$ cat src/rtl/q2_io_panel_pkg.sv
// Shared definitions for the q2 front-panel peripheral: bus address, HD44780 codes,
// controller states and the small byte helpers used by the write path and the init sequence.
package q2_io_panel_pkg;

   localparam logic [11:0] IO_ADDR_DEF  = 12'hFFF;

   localparam logic [7:0]  LCD_FUNC_SET = 8'h38;
   localparam logic [7:0]  LCD_DISP_ON  = 8'h0C;
   localparam logic [7:0]  LCD_ENTRY    = 8'h06;
   localparam logic [7:0]  LCD_CLEAR    = 8'h01;
   localparam logic [7:0]  LCD_SET_ADDR = 8'h80;
   localparam logic [7:0]  SUBST_CHAR   = 8'h3F;
   localparam logic [7:0]  CHAR_MIN     = 8'h20;
   localparam logic [7:0]  CHAR_MAX     = 8'h7E;

   typedef enum logic [2:0] {
      ST_POR   = 3'd0,
      ST_IDLE  = 3'd1,
      ST_SETUP = 3'd2,
      ST_PULSE = 3'd3,
      ST_HOLD  = 3'd4
   } lcd_st_t;

   function automatic logic [7:0] init_code(input logic [1:0] idx);
      case (idx)
         2'd0:    init_code = LCD_FUNC_SET;
         2'd1:    init_code = LCD_DISP_ON;
         2'd2:    init_code = LCD_ENTRY;
         default: init_code = LCD_CLEAR;
      endcase
   endfunction

   // Characters the panel cannot show are replaced by '?'
   function automatic logic [7:0] printable(input logic [7:0] c);
      if ((c < CHAR_MIN) || (c > CHAR_MAX)) begin
         printable = SUBST_CHAR;
      end else begin
         printable = c;
      end
   endfunction

endpackage

$ cat src/rtl/q2_io_fifo.sv
// Synchronous request FIFO for the LCD path; a push is accepted when full if a pop
// happens in the same cycle.
module q2_io_fifo #(
   parameter int WIDTH = 9,
   parameter int DEPTH = 4
) (
   input  logic             clk,
   input  logic             rst,
   input  logic             push,
   input  logic [WIDTH-1:0] wdata,
   input  logic             pop,
   output logic [WIDTH-1:0] rdata,
   output logic             full,
   output logic             empty
);
   localparam int AW = $clog2(DEPTH);

   logic [AW:0]      wp_r, rp_r;
   logic [WIDTH-1:0] mem_r [DEPTH];
   logic             do_pop_s, do_push_s;

   assign empty     = (wp_r == rp_r);
   assign full      = (wp_r[AW-1:0] == rp_r[AW-1:0]) && (wp_r[AW] != rp_r[AW]);
   assign do_pop_s  = pop & ~empty;
   assign do_push_s = push & (~full | do_pop_s);
   assign rdata     = mem_r[rp_r[AW-1:0]];

   // Read and write pointers, one extra wrap bit to tell full from empty
   always_ff @(posedge clk or negedge rst) begin
      if (!rst) begin
         wp_r <= {(AW+1){1'b0}};
         rp_r <= {(AW+1){1'b0}};
      end else begin
         if (do_push_s) wp_r <= wp_r + {{AW{1'b0}}, 1'b1};
         if (do_pop_s)  rp_r <= rp_r + {{AW{1'b0}}, 1'b1};
      end
   end

   // Storage
   always_ff @(posedge clk or negedge rst) begin
      if (!rst) begin
         for (int i = 0; i < DEPTH; i++) mem_r[i] <= {WIDTH{1'b0}};
      end else if (do_push_s) begin
         mem_r[wp_r[AW-1:0]] <= wdata;
      end
   end

endmodule

$ cat src/rtl/q2_io_panel.sv
// q2 front panel: CPU writes at IO_ADDR become queued, timed HD44780 transactions;
// CPU reads return queue status and debounced keys.
module q2_io_panel
   import q2_io_panel_pkg::*;
#(
   parameter logic [11:0] IO_ADDR   = IO_ADDR_DEF,
   parameter int          KEYS      = 4,
   parameter int          DEPTH     = 4,
   parameter int          E_CYC     = 1,
   parameter int          SHORT_CYC = 4,
   parameter int          LONG_CYC  = 160,
   parameter int          POR_CYC   = 4000,
   parameter int          DEB_CYC   = 16
) (
   input  logic            clk,
   input  logic            rst,
   input  logic [11:0]     abus,
   input  logic [11:0]     din,
   input  logic            wrm,
   input  logic            rdm,
   output logic [11:0]     dout,
   output logic            doe,
   input  logic [KEYS-1:0] key_n,
   output logic            lcd_rs,
   output logic            lcd_e,
   output logic [7:0]      lcd_d,
   output logic            busy
);
   localparam int TMAX = (POR_CYC > LONG_CYC) ? POR_CYC : LONG_CYC;
   localparam int CW   = $clog2(TMAX) + 1;
   localparam int DW   = $clog2(DEB_CYC) + 1;

   logic            wrm_q_r, rdm_q_r;
   logic            sel_s, wr_acc_s, rd_acc_s;
   logic            push_s, pop_s, full_s, empty_s;
   logic [8:0]      push_val_s, fifo_q_s;
   logic            ovf_r;
   logic [KEYS-1:0] ks1_r, ks2_r, key_deb_r;
   logic [DW-1:0]   kcnt_r [KEYS];
   lcd_st_t         st_r, st_nxt;
   logic [CW-1:0]   cnt_r, cnt_nxt, wait_s;
   logic [1:0]      idx_r, idx_nxt;
   logic            init_r, init_nxt;
   logic            ld_s;
   logic [8:0]      ld_val_s;
   logic            lcd_e_r, lcd_rs_r;
   logic [7:0]      lcd_d_r;

   assign sel_s    = (abus == IO_ADDR);
   assign wr_acc_s = wrm & ~wrm_q_r & sel_s;
   assign rd_acc_s = rdm & ~rdm_q_r & sel_s;
   assign doe      = rdm & sel_s;
   assign busy     = ~empty_s | (st_r != ST_IDLE);
   assign lcd_e    = lcd_e_r;
   assign lcd_rs   = lcd_rs_r;
   assign lcd_d    = lcd_d_r;
   assign wait_s   = (!lcd_rs_r && (lcd_d_r == LCD_CLEAR)) ? CW'(LONG_CYC - 1) : CW'(SHORT_CYC - 1);

   // Strobe history for edge-triggered bus accesses
   always_ff @(posedge clk or negedge rst) begin
      if (!rst) begin
         wrm_q_r <= 1'b0;
         rdm_q_r <= 1'b0;
      end else begin
         wrm_q_r <= wrm;
         rdm_q_r <= rdm;
      end
   end

   // Translate a CPU write word into a {rs,byte} queue entry
   always_comb begin
      push_s     = 1'b0;
      push_val_s = 9'h000;
      if (wr_acc_s) begin
         if (din[8]) begin
            if (din[7]) begin
               push_s     = 1'b1;
               push_val_s = {1'b0, LCD_SET_ADDR | {1'b0, din[6:0]}};
            end else if (din[0]) begin
               push_s     = 1'b1;
               push_val_s = {1'b0, LCD_CLEAR};
            end else begin
               push_s     = 1'b0;
            end
         end else begin
            push_s     = 1'b1;
            push_val_s = {1'b1, printable(din[7:0])};
         end
      end else begin
         push_s = 1'b0;
      end
   end

   q2_io_fifo #(.WIDTH(9), .DEPTH(DEPTH)) u_fifo (
      .clk   (clk),
      .rst   (rst),
      .push  (push_s),
      .wdata (push_val_s),
      .pop   (pop_s),
      .rdata (fifo_q_s),
      .full  (full_s),
      .empty (empty_s)
   );

   // Sticky overflow; a new drop in the same cycle as a status read wins
   always_ff @(posedge clk or negedge rst) begin
      if (!rst) begin
         ovf_r <= 1'b0;
      end else if (push_s && full_s && !pop_s) begin
         ovf_r <= 1'b1;
      end else if (rd_acc_s) begin
         ovf_r <= 1'b0;
      end
   end

   // Status word read back by the CPU
   always_comb begin
      dout             = {12{1'b1}};
      dout[11]         = ~full_s;
      dout[10]         = ~ovf_r;
      dout[KEYS-1:0]   = key_deb_r;
   end

   // Two-flop synchroniser for the asynchronous keys
   always_ff @(posedge clk or negedge rst) begin
      if (!rst) begin
         ks1_r <= {KEYS{1'b1}};
         ks2_r <= {KEYS{1'b1}};
      end else begin
         ks1_r <= key_n;
         ks2_r <= ks1_r;
      end
   end

   // Per-key stability counter; a level is accepted after DEB_CYC differing cycles
   always_ff @(posedge clk or negedge rst) begin
      if (!rst) begin
         key_deb_r <= {KEYS{1'b1}};
         for (int k = 0; k < KEYS; k++) kcnt_r[k] <= {DW{1'b0}};
      end else begin
         for (int k = 0; k < KEYS; k++) begin
            if (ks2_r[k] == key_deb_r[k]) begin
               kcnt_r[k] <= {DW{1'b0}};
            end else if (kcnt_r[k] == DW'(DEB_CYC - 1)) begin
               key_deb_r[k] <= ks2_r[k];
               kcnt_r[k]    <= {DW{1'b0}};
            end else begin
               kcnt_r[k] <= kcnt_r[k] + DW'(1);
            end
         end
      end
   end

   // LCD controller next state; init steps reuse the SETUP/PULSE/HOLD path
   always_comb begin
      st_nxt   = st_r;
      cnt_nxt  = cnt_r;
      idx_nxt  = idx_r;
      init_nxt = init_r;
      pop_s    = 1'b0;
      ld_s     = 1'b0;
      ld_val_s = 9'h000;
      case (st_r)
         ST_POR: begin
            if (cnt_r == CW'(POR_CYC - 1)) begin
               st_nxt   = ST_SETUP;
               cnt_nxt  = {CW{1'b0}};
               idx_nxt  = 2'd0;
               init_nxt = 1'b1;
               ld_s     = 1'b1;
               ld_val_s = {1'b0, init_code(2'd0)};
            end else begin
               cnt_nxt = cnt_r + CW'(1);
            end
         end
         ST_IDLE: begin
            if (!empty_s) begin
               pop_s    = 1'b1;
               ld_s     = 1'b1;
               ld_val_s = fifo_q_s;
               st_nxt   = ST_SETUP;
            end else begin
               st_nxt = ST_IDLE;
            end
         end
         ST_SETUP: begin
            st_nxt  = ST_PULSE;
            cnt_nxt = {CW{1'b0}};
         end
         ST_PULSE: begin
            if (cnt_r == CW'(E_CYC - 1)) begin
               st_nxt  = ST_HOLD;
               cnt_nxt = {CW{1'b0}};
            end else begin
               cnt_nxt = cnt_r + CW'(1);
            end
         end
         ST_HOLD: begin
            if (cnt_r == wait_s) begin
               cnt_nxt = {CW{1'b0}};
               if (init_r && (idx_r != 2'd3)) begin
                  idx_nxt  = idx_r + 2'd1;
                  ld_s     = 1'b1;
                  ld_val_s = {1'b0, init_code(idx_r + 2'd1)};
                  st_nxt   = ST_SETUP;
               end else begin
                  init_nxt = 1'b0;
                  st_nxt   = ST_IDLE;
               end
            end else begin
               cnt_nxt = cnt_r + CW'(1);
            end
         end
         default: begin
            st_nxt  = ST_POR;
            cnt_nxt = {CW{1'b0}};
         end
      endcase
   end

   // Controller state and registered LCD pins; rs/d only load on entry to SETUP
   always_ff @(posedge clk or negedge rst) begin
      if (!rst) begin
         st_r     <= ST_POR;
         cnt_r    <= {CW{1'b0}};
         idx_r    <= 2'd0;
         init_r   <= 1'b0;
         lcd_e_r  <= 1'b0;
         lcd_rs_r <= 1'b0;
         lcd_d_r  <= 8'h00;
      end else begin
         st_r    <= st_nxt;
         cnt_r   <= cnt_nxt;
         idx_r   <= idx_nxt;
         init_r  <= init_nxt;
         lcd_e_r <= (st_nxt == ST_PULSE);
         if (ld_s) begin
            lcd_rs_r <= ld_val_s[8];
            lcd_d_r  <= ld_val_s[7:0];
         end
      end
   end

endmodule

$ cat config.mk
export PLATFORM = sky130hd
export DESIGN_NAME = q2_io_panel
export DESIGN_NICKNAME = d
export VERILOG_FILES = /design/src/rtl/q2_io_panel_pkg.sv /design/src/rtl/q2_io_fifo.sv /design/src/rtl/q2_io_panel.sv
export SDC_FILE = /design/constraint.sdc
export NUM_CORES = 1
export LEC_CHECK = 0
export BUFFER_PORTS_ARGS = -buffer_cell sky130_fd_sc_hd__buf_4
export CAP_MARGIN = 0
export CORE_MARGIN = 2
export CORE_UTILIZATION = 50
export CTS_BUF_LIST = sky130_fd_sc_hd__clkbuf_16
export DETAILED_ROUTE_END_ITERATION = 10
export PLACE_DENSITY = 0.73
export REMOVE_ABC_BUFFERS = 1
export SYNTH_ARGS = -nofsm -noshare
export SYNTH_HDL_FRONTEND = slang
export SYNTH_SLANG_ARGS = --single-unit
$ cat constraint.sdc
create_clock -name clk -period 6.05 [get_ports clk]
set_input_delay 0.9075 -clock clk [delete_from_list [all_inputs] [get_ports clk]]
set_output_delay 0.9075 -clock clk [all_outputs]
set_load 0.01 [all_outputs]
# Word level (Yosys, flattened, before mapping)
# Cells that the tools add are included.
# classes
addsub	8
magnitude_cmp	5
n_eq_ne	28
n_mux	56
bitwise_logic	20
reduce_logical	20
# ops
op	n
9-bit 2-to-1 mux	6
13-bit case mux with 4 select lines	1
5-bit 2-to-1 mux	8
13-bit 2-to-1 mux	3
36-bit bitwise mux	1
9-bit case mux with 3 select lines	1
8-bit 2-to-1 mux	3
5-bit by 1-bit adder with 5-bit output (second input constant)	4
5-bit by 4-bit equality test with 1-bit output (second input constant)	4
9-bit binary-select mux with 2-bit select	1
9-bit demux with 2-bit select	1
6-bit 2-to-1 mux	3
6-bit case mux with 3 select lines	1
1-bit 2-to-1 mux	15
3-bit case mux with 5 select lines	1
13-bit by 1-bit adder with 13-bit output (second input constant)	1
13-bit by 12-bit equality test with 1-bit output (second input constant)	1
13-bit by 8-bit equality test with 1-bit output	1
13-bit zero test	1
12-bit equality test (second input constant)	1
2-bit 2-to-1 mux	5
2-bit != test (second input constant)	5
3-bit by 2-bit equality test with 1-bit output (second input constant)	3
3-bit 2-to-1 mux	3
other kinds (31)	63
# totals
ff_bits	106
input_bits	32
output_inout_bits	24
elab_cells	163

# Depth between registers and ports, before layout
# logic_depth
depth_word	7
ltp_mapped	8
mapped_depth_nobuf	7

# Hierarchy
# Synthesis repeated with hierarchy kept, for this count alone.
# unflattened
cells_unflattened	453
area_unflattened_um2	5298.8
# modules_own_cells
module	n_inst	cells_each	area_each_um2	seq_area_each_um2
q2_io_panel	1	321	3228.1	1616.6
q2_io_fifo	1	132	2070.7	1051.0

# Worst setup path before layout
# No wires, ideal clock.
# synth_path
kind	in2reg
from	input abus[10]
to	register u_fifo.mem_r[27] (netlist name)
setup_time_ns	0.125
t_arrival_ns	2.574
required_ns	5.925
path_slack_ns	3.352
stages	5
path_buffers	1
path_cell_list	nand4_1 -> or4b_1 -> clkbuf_1 -> nor3_4 -> mux2_2
# synth_via
elab_chain_cells	4
elab_cells_between_ends	6
cone_classes	1 x eq/ne; 3 x mux; 2 x bitwise
# synth_rtl
element	line_no	rtl
start: declaration	q2_io_panel.sv:17	input logic [11:0] abus,
12-bit equality test *	q2_io_panel.sv:49	assign sel_s = (abus == IO_ADDR);
1-bit AND *	q2_io_panel.sv:50	assign wr_acc_s = wrm & ~wrm_q_r & sel_s;
9-bit 2-to-1 mux / 1-bit 2-to-1 mux (equally long branches)	q2_io_panel.sv:74	if (wr_acc_s) begin
36-bit bitwise mux / 1-bit AND (equally long branches)	q2_io_fifo.sv:44, q2_io_fifo.sv:25	
end signal: indexed assignment	q2_io_fifo.sv:44	mem_r[wp_r[AW-1:0]] <= wdata;
end: declaration	q2_io_fifo.sv:19	logic [WIDTH-1:0] mem_r [DEPTH];
# Every way passes the cells marked *; elsewhere a longest branch is shown, timed or not.
# A chain may end at the register's enable or synchronous reset.

# Worst setup path after layout
# layout_path
from	register cnt_r[2]
to	register cnt_r[9]
# layout_via
elab_chain_cells	3
elab_cells_between_ends	8
cone_classes	1 x add/sub; 2 x eq/ne; 4 x mux; 1 x reduce/logical
# layout_rtl
element	line_no	rtl
start: declaration	q2_io_panel.sv:41	logic [CW-1:0] cnt_r, cnt_nxt, wait_s;
start signal: assignment	q2_io_panel.sv:225	cnt_r <= {CW{1'b0}};
start signal: assignment	q2_io_panel.sv:233	cnt_r <= cnt_nxt;
13-bit by 1-bit adder with 13-bit output (tied with other cells)	q2_io_panel.sv:173, q2_io_panel.sv:195, q2_io_panel.sv:211	
13-bit 2-to-1 mux, on equally long branches	q2_io_panel.sv:199, q2_io_panel.sv:165, q2_io_panel.sv:191	
13-bit case mux with 4 select lines *	q2_io_panel.sv:163	case (st_r)
# Marked as above.

==> flow_summary.toml <==
[run_status]
status = "finished, final reports clean"

[synthesis]
ys_types = 61
yosysMostFrequentCell = "dfrtp_1"
yosys_warnings = 0
synth_cells = 464
ys_top_cells_by_count = "94 x dfrtp_1, 40 x mux2_2, 35 x nor2_1, 28 x nand2_1, 23 x o21ai_0"
synth_area_leader_cell = "dfrtp_1"
synth_edf_count = 0
ys_ff_latch = 106
synth.area.top_cells = "dfrtp_1 45%, mux2_2 8.5%, dfstp_2 6.0%"
avgSynthCellArea_sq_um = 11.4
yosysSeqAreaShare_pct = 50.6
ys_async_sr_fraction_pct = 100
synth_flop_cell = "dfrtp_1"
yosys.area.top_type_share_pct = 44.6
netlist_area_sq_um = 5270

[clock_network]
clock-sinks = 106
cts_hold_buf = 0
cts_resized = 0
cts_buffers = 9
clock_latency_ns = 0.35
clockBufferDepth = 2
root_buffer = "clkbuf_16"
clkTransAtPathRegs_ns = 0.07
cts_setup_buffers = 0
h-tree-depth = 3
cts_tree = "built"

[timing]
slew_headroom_pct = 33.2
worstMarginPinSlew_ns = 1.00
final_max_slew_viol_count = 0
post-route-period-util_pct = 49.3
timing.fmax_mhz = 335
grt_setup_unrepaired = "false"
setup_tns_ns = 0
finClkSkew_ns = 0.00808
period_minus_slack_ns = 2.98
setup_violations = 0
hold_viol = 0

[grt]
grt_pass1_vias = 3747
grt_pass1_wl_um = 18000
antenna_found_initial = 0
grtUsageTotal_pct = 20.1
gr-total-overflow = 0
grt_start_max_net_pins = 67

[setup_path]
crit_path_start_kind = "flip-flop"
worstPathMaxFanout = 12
cp.arrival_ns = 3.17
end_kind = "flip-flop"
worstPathRequired_ns = 6.24
critPathKind = "flip-flop to flip-flop"

[power]
power_density_nw_per_um2 = 220
peakVddDrop_v = 0.000123
leakagePower_uw = 0.00281

[placement]
io_buffers = 46
gp_congestion = 0.861
dp_hpwl_um = 7330

[routing]
vias = 3694
antenna_left = 0
drt-total-wl_um = 10400
drt_iter0_drc = 189
drc = 0
firstDrtPassIters = 4
wl_per_cell_um = 16.0
viasPerCell = 5.68

[final_layout]
nets = 555
num_antenna_cells = 0
post_route_cells_drive_above_1_share_pct = 27.6
syn_to_final_growth_pct = 13.7
final_core_util_pct = 58.3

[die]
ioPinCount = 56
initial_core_util_pct = 51.3
fp.coreArea_sq_um = 10300
chipHeight_um = 107
die-area_sq_um = 11400
num_rows = 37
die_w_um = 107

[worst_hold_path]
hold_path_class = "flip-flop to flip-flop"

[flow_run]
maxCapViolCount = 0
-- cell families (layout without fill, tap and decap cells) --
group	Yosys count	in the layout	synth area share, %
simple gates	150	150	16.0
flops	106	106	50.6
compound gates	80	80	10.2
mux	50	50	12.6
buf+inv	40	85	3.40
xor+xnor	23	23	3.82
fa+ha+maj	14	14	3.32
other cells	1	6	0.0712
-- cell usage in the layout, fill, tap and decap left out, types with 3 or more instances in the layout --
cell type	count
nor4_1	3
or3_1	6
o21ai_1	5
o21ai_0	23
nand2_2	3
clkbuf_16	9
nand3_1	19
o21a_1	5
nor2_1	35
mux2_2	40
nand4_1	9
dfstp_2	12
o211ai_1	3
a211oi_1	3
inv_1	21
clkinvlp_4	3
conb_1	6
a32o_1	3
ha_1	14
and2_1	8
a311oi_1	4
a21oi_1	9
a221o_1	3
or4_1	3
dfrtp_1	94
and3_1	6
nor2b_1	4
nor3_1	8
buf_4	48
o22ai_1	9
mux4_2	9
nand2_1	28
xor2_1	16
xnor2_1	7
-- power by group --
part	switching (uW)	internal, uW	leakage, uW	total (uW)
sequential	6.26	721	0.00140	727
clock	260	278	0.000125	538
combinational	31.0	22.9	0.00128	53.8
-- critical path, stage by stage (launching register included) --
cell,delay [ns]
dfrtp_1,0.48
nand4_1,0.34
nor4_2,0.88
nor2_1,0.09
a21boi_1,0.82
o22ai_1,0.21
-- area by class of cell --
cell class,count,area (sq um)
fill,874,4290
clock buffer,9,225
multi-input combinational,323,2440
sequential,106,2670
tap,136,170
timing repair buffer,48,360
inverter,21,78.8
clock inverter,7,45.0
-- registers in the layout, summed over array words and instances (netlist names), 2 cells and up --
signal,flops
u_fifo.rp_r,3
u_fifo.mem_r,36
key_deb_r,4
lcd_d,8
idx_r,2
cnt_r,13
ks1_r,4
u_fifo.wp_r,3
ks2_r,4
kcnt_r,20
st_r,3
-- worst paths after layout --
| kind | slack (ns) | cells past startpoint | to | start |
|---|---|---|---|---|
| min in group asynchronous | 0.53 | 1 | kcnt_r[14] | rst |
| setup reg to reg | 3.07 | 5 | cnt_r[9] | cnt_r[2] |
| max in group asynchronous | 4.31 | 2 | u_fifo.mem_r[32] | rst |
| setup / recovery | 3.07 | 5 | cnt_r[9] | cnt_r[2] |
| hold reg to reg | 0.36 | 0 | ks2_r[1] | ks1_r[1] |
| hold / removal | 0.36 | 0 | ks2_r[1] | ks1_r[1] |
-- per-layer routing --
metal | vias to the layer above | GRT usage [%] | wire (um)
met5 | - | 0 | 0
met4 | 0 | 8.72 | 159
met3 | 13 | 2.67 | 308
met2 | 60 | 33.8 | 5340
met1 | 1865 | 26.1 | 4560
li1 | 1756 | - | -
-- stage by stage --
step / instances / setup slack [ns] / hold slack [ns] / instance area [sq um] / total power [uW]
detailed placement: 634 / 2.99 / 0.347 / 5720 / 796
floorplan: 450 / 3.33 / 0.345 / 5190 / 760
global placement: 634 / 3.03 / 0.346 / 5720 / 792
CTS: 650 / 3.07 / 0.357 / 5990 / 1330
global route: 650 / 2.72 / 0.363 / 5990 / 1370
finish: 650 / 3.07 / 0.356 / 5990 / 1320
Power figures use the tool's default switching activity.
